[src/rtl/arith_encoder_pkg.sv]
// rtl/arith_encoder_pkg.sv - shared constants and types for the arithmetic encoder
package arith_encoder_pkg;

    localparam int CDF_PROB_TOP  = 32768;
    localparam int EC_PROB_SHIFT = 6;
    localparam int EC_MIN_PROB   = 4;
    localparam logic [15:0] RANGE_RESET = 16'h8000;

    localparam int RANGE_W  = 16;
    localparam int LOW_W    = 24;
    localparam int SYMBOL_W = 4;

    typedef logic [RANGE_W-1:0]  range_t;
    typedef logic [LOW_W-1:0]    low_t;
    typedef logic [SYMBOL_W-1:0] symbol_t;

endpackage

[src/rtl/arith_min_prob_lut.sv]
// rtl/arith_min_prob_lut.sv - minimum-probability term 4*(N-s), zero when s > N
module arith_min_prob_lut
    import arith_encoder_pkg::*;
#(
    parameter int ADDR_WIDTH = 8,
    parameter int DATA_WIDTH = 16
) (
    input  logic [ADDR_WIDTH-1:0] addr,
    output logic [DATA_WIDTH-1:0] data
);

    localparam int HALF = ADDR_WIDTH / 2;

    logic [HALF-1:0] n_idx;
    logic [HALF-1:0] s_idx;

    assign n_idx = addr[ADDR_WIDTH-1:HALF];
    assign s_idx = addr[HALF-1:0];

    always_comb begin
        data = '0;
        if (s_idx <= n_idx) begin
            data = DATA_WIDTH'(EC_MIN_PROB * (int'(n_idx) - int'(s_idx)));
        end
    end

endmodule

[src/rtl/arithmetic_encoder.sv]
// rtl/arithmetic_encoder.sv - single-stage range/low update with normalization, one symbol per clock
module arithmetic_encoder
    import arith_encoder_pkg::*;
#(
    parameter int GENERAL_RANGE_WIDTH    = 16,
    parameter int GENERAL_LOW_WIDTH      = 24,
    parameter int GENERAL_SYMBOL_WIDTH   = 4,
    parameter int GENERAL_LUT_ADDR_WIDTH = 8,
    parameter int GENERAL_LUT_DATA_WIDTH = 16,
    parameter int GENERAL_D_SIZE         = 4
) (
    input  logic                            general_clk,
    input  logic                            reset,
    input  logic [GENERAL_RANGE_WIDTH-1:0]  general_fl,
    input  logic [GENERAL_RANGE_WIDTH-1:0]  general_fh,
    input  logic [GENERAL_SYMBOL_WIDTH-1:0] general_symbol,
    input  logic [GENERAL_SYMBOL_WIDTH:0]   general_nsyms,
    output logic [GENERAL_RANGE_WIDTH-1:0]  RANGE_OUTPUT,
    output logic [GENERAL_LOW_WIDTH-1:0]    LOW_OUTPUT
);

    localparam int RW = GENERAL_RANGE_WIDTH;
    localparam int LW = GENERAL_LOW_WIDTH;
    localparam int SW = GENERAL_SYMBOL_WIDTH;

    logic [SW-1:0]                     n_low;
    logic [GENERAL_LUT_ADDR_WIDTH-1:0] lut_addr;
    logic [GENERAL_LUT_DATA_WIDTH-1:0] lut_data;

    assign n_low    = SW'(general_nsyms - (SW+1)'(1));
    assign lut_addr = GENERAL_LUT_ADDR_WIDTH'({n_low, general_symbol});

    arith_min_prob_lut #(
        .ADDR_WIDTH (GENERAL_LUT_ADDR_WIDTH),
        .DATA_WIDTH (GENERAL_LUT_DATA_WIDTH)
    ) u_lut (
        .addr (lut_addr),
        .data (lut_data)
    );

    logic [31:0]               q;
    logic [31:0]               fl_s;
    logic [31:0]               fh_s;
    logic [31:0]               u;
    logic [31:0]               v;
    logic [RW-1:0]             r_mid;
    logic [LW-1:0]             low_mid;
    logic [GENERAL_D_SIZE-1:0] d;
    logic [RW-1:0]             range_next;
    logic [LW-1:0]             low_next;

    assign q    = 32'(RANGE_OUTPUT >> 8);
    assign fl_s = 32'(general_fl >> EC_PROB_SHIFT);
    assign fh_s = 32'(general_fh >> EC_PROB_SHIFT);
    assign u    = ((q * fl_s) >> 1) + 32'(lut_data) + 32'(EC_MIN_PROB);
    assign v    = ((q * fh_s) >> 1) + 32'(lut_data);

    // Symbol 0 (fl at the top of the CDF) keeps low and trims range from above.
    always_comb begin
        r_mid   = '0;
        low_mid = LOW_OUTPUT;
        if (32'(general_fl) < 32'(CDF_PROB_TOP)) begin
            r_mid   = RW'(u) - RW'(v);
            low_mid = LOW_OUTPUT + LW'(RANGE_OUTPUT) - LW'(u);
        end else begin
            r_mid   = RANGE_OUTPUT - RW'(v);
        end
    end

    // Ascending scan: the highest set bit wins, leaving d = 0 when r_mid is zero.
    always_comb begin
        d = '0;
        for (int i = 0; i < RW; i++) begin
            if (r_mid[i]) begin
                d = GENERAL_D_SIZE'(RW - 1 - i);
            end
        end
    end

    assign range_next = r_mid << d;
    assign low_next   = low_mid << d;

    always_ff @(posedge general_clk) begin
        if (reset) begin
            RANGE_OUTPUT <= RW'(RANGE_RESET);
            LOW_OUTPUT   <= '0;
        end else begin
            RANGE_OUTPUT <= range_next;
            LOW_OUTPUT   <= low_next;
        end
    end

endmodule

[config.mk]
export PLATFORM = sky130hd
export DESIGN_NAME = arithmetic_encoder
export DESIGN_NICKNAME = d
export VERILOG_FILES = /design/src/rtl/arith_encoder_pkg.sv /design/src/rtl/arith_min_prob_lut.sv /design/src/rtl/arithmetic_encoder.sv
export SDC_FILE = /design/constraint.sdc
export NUM_CORES = 1
export LEC_CHECK = 0
export CELL_PAD_IN_SITES_DETAIL_PLACEMENT = 1
export CELL_PAD_IN_SITES_GLOBAL_PLACEMENT = 1
export CORE_MARGIN = 8
export CORE_UTILIZATION = 35
export DETAILED_ROUTE_END_ITERATION = 6
export GPL_TIMING_DRIVEN = 0
export PLACE_DENSITY = 0.67
export SLEW_MARGIN = 15
export SYNTH_ARGS = -nofsm -noshare
export SYNTH_HDL_FRONTEND = slang
export SYNTH_SLANG_ARGS = --single-unit
[constraint.sdc]
create_clock -name general_clk -period 12 [get_ports general_clk]
set_clock_uncertainty 0.1 [all_clocks]
set_input_delay 1.8 -clock general_clk [delete_from_list [all_inputs] [get_ports general_clk]]
set_output_delay 1.8 -clock general_clk [all_outputs]
set_load 0.1 [all_outputs]
==> flow_summary.toml <==
[sta]
period_share_pct = 96.3
hold_violations = 0
maxSlewHeadroom_pct = 31.7
max_freq_ghz = 0.0866
finalSetupTns_ns = 0
worstMarginPinSlew_ns = 1.02
setup_viol = 0
maxSlewViolCount = 0
period_needed_ns = 11.55
rsz0062_at_grt = "no"

[clock_network]
root_buffer = "clkbuf_16"
clk_pin_slew_worst_paths_ns = 0.06
cts_tree = "done"
cts.sinks = 40
cts_buffers = 5
clk_latency_ns = 0.30
cts_max_level = 2
cts_max_path_buffers = 2

[synthesis]
synthCells = 1500
ys_ff_latch = 40
ys_types = 90
synth-edff-count = 0
syn_area_per_cell_um2 = 8.06
syn_area_mm2 = 0.0121
synth_ff_type = "dfxtp_1"
yosys_warnings = 0
async_flop_share_pct = 0
syn_nets = 1819
synth_seq_area_share_pct = 6.63

[place]
dp_cells = 2024
gp_congestion = 0.956
place_hpwl_um = 37100
portBuffers = 68

[die]
rows = 68
io_pins = 83
initial_core_util_pct = 35.3
die_h_um = 202
dieArea_mm2 = 0.0407
die_w_um = 202
core_area_mm2 = 0.0343

[routing]
post-route-drc-count = 0
drt-total-wl_um = 44300
dr.first_iter.drc_count = 640
wl_per_cell_um = 21.8
via_count = 11300
detail-route-antenna-nets = 0
viasPerCell = 5.58
drt_pass1_iterations = 4

[setup_path]
crit_start = "general_fl[15]"
start_kind = "primary input"
slowest_delay_ns = 0.63
critical_path_class = "in -> reg"
cpMaxStageDelayCell = "o41a_2"
cp.depth = 33
worstRegToRegCells = 40
required_ns = 12.02
r2r-start = "RANGE_OUTPUT[15]$_SDFF_PP1_"
cp.arrival_ns = 11.57
cpLargestDelayFamily = "adder cells"
cp-end-kind = "flop"
crit_fanout = 10
cp_num_buf_inv = 8

[global_routing]
antenna_found_initial = 0
grt_util_all_layers_pct = 21.4
first_global_vias = 12300
grt_max_degree = 16
grt_overflow = 0
grt_pass1_wl_um = 70200

[layout]
layout-drive-gt1-share_pct = 5.90
fin_nets = 1894
syn2layout_area_growth_pct = 12.8
nFillCells = 4149
instances_no_fill = 2031
n_antenna_cell = 0

[hold_path]
min_from = "LOW_OUTPUT[23]$_SDFFE_PP0P_"
hold_class = "reg -> reg"
whs_path_depth = 3

[flow_run]
maxCapViolCount = 0

[status]
status = "completed"
## layout by cell type (no fill, tap or decap), types with 10 or more instances in the layout
cell               n
and2_1           118
nor2b_1           12
ha_1             161
a31oi_1           10
nand2_1          133
a21o_1            22
o21ai_0           74
o21bai_1          19
clkbuf_1          28
inv_1            163
xnor2_1           48
a21oi_1           88
clkdlybuf4s50_1   66
buf_2             13
nor2_1            87
nor3_1            18
dfxtp_1           40
nand3_1           21
o22ai_1           12
o21a_1            14
o211ai_1          16
xor2_1            32
fa_1             115
a211oi_1          15
mux2i_1           35
nand2b_1          16
## path summary, 6_finish.rpt
check / to / slack [ns]
setup reg to reg: RANGE_OUTPUT[12]$_SDFF_PP0_ / 1.13
setup / recovery: RANGE_OUTPUT[12]$_SDFF_PP0_ / 0.45
hold / removal: LOW_OUTPUT[23]$_SDFFE_PP0P_ / 0.66
hold reg to reg: LOW_OUTPUT[23]$_SDFFE_PP0P_ / 0.66
## repair_timing
item	in CTS	in global routing
buffers inserted	0	0
setup endpoints to repair	40	40
hold buffers	0	0
gates resized for setup	10	27
pin swaps	0	1
## layer usage
| metal | wire (µm) | GRT usage (%) | part of all wire, % |
|---|---|---|---|
| met5 | 0 | 0 | 0 |
| met4 | 1760 | 7.54 | 4.0 |
| met3 | 1660 | 1.76 | 3.8 |
| met2 | 21200 | 37.0 | 48 |
| met1 | 19700 | 27.5 | 45 |
## cells in the mapped netlist (all sizes together) (19+ instances only)
cell type	n	area share, %
fa	115	19
a21o	22	1.4
mux2i	37	3.1
clkbuf	37	1.1
nor3	26	1.3
dfxtp	40	6.6
xor2	33	2.5
ha	161	17
buf	19	0.92
inv	163	5.1
nor2	89	2.8
o21bai	20	1.3
a21oi	91	3.9
o21ai	83	3.5
nand3	22	0.91
xnor2	49	3.6
and2	119	6.2
nand2	133	4.1
## worst register-to-register path: cells and delay by family (launching register included)
family          cells  cell delay [ns]
compound gates     14             3.16
xor+xnor            2             0.36
fa+ha+maj           8             3.47
buf+inv             8             1.64
flops               1             0.57
mux                 1             0.20
simple gates        7             1.23
## logic make-up (layout without fill, tap and decap cells)
kind of cell | Yosys count | after routing | synth area share, %
AOI/OAI and AO/OA | 380 | 380 | 21.5
xor gates and xnor gates | 82 | 82 | 6.00
adders and majority gates | 276 | 276 | 35.7
buffers and inverters | 219 | 295 | 7.13
DFF | 40 | 40 | 6.63
muxes | 48 | 48 | 4.12
and+or+nand+nor | 455 | 455 | 18.9
## registers in the layout, summed over array words and instances, names as in the netlist
name,count
RANGE_OUTPUT,16
LOW_OUTPUT,24
## final cells by class
class | count | area (µm²) | share of cell area [%]
multi-input combinational | 1241 | 10500 | 77.2
buffer | 55 | 259 | 1.90
sequential | 40 | 801 | 5.87
timing repair buffer | 69 | 697 | 5.11
tap | 455 | 569 | 4.18
inverter | 163 | 612 | 4.49
clock inverter | 3 | 42.5 | 0.312
clock buffer | 5 | 125 | 0.918
## through the flow
stage	area [µm²]	hold WS [ns]	setup WS, ns	utilization (%)
detailed placement	13400	0.629	-1.24	39.0
CTS	13600	0.665	0.00367	39.6
global route	13600	0.680	0.00518	39.8
floorplan	12100	1.02	1.58	-
global placement	13300	0.662	-1.06	38.9
finish	13600	0.665	0.446	39.8
Power is not shown: default switching activity piles up to over one toggle a cycle in this logic, so the estimate is an artifact.
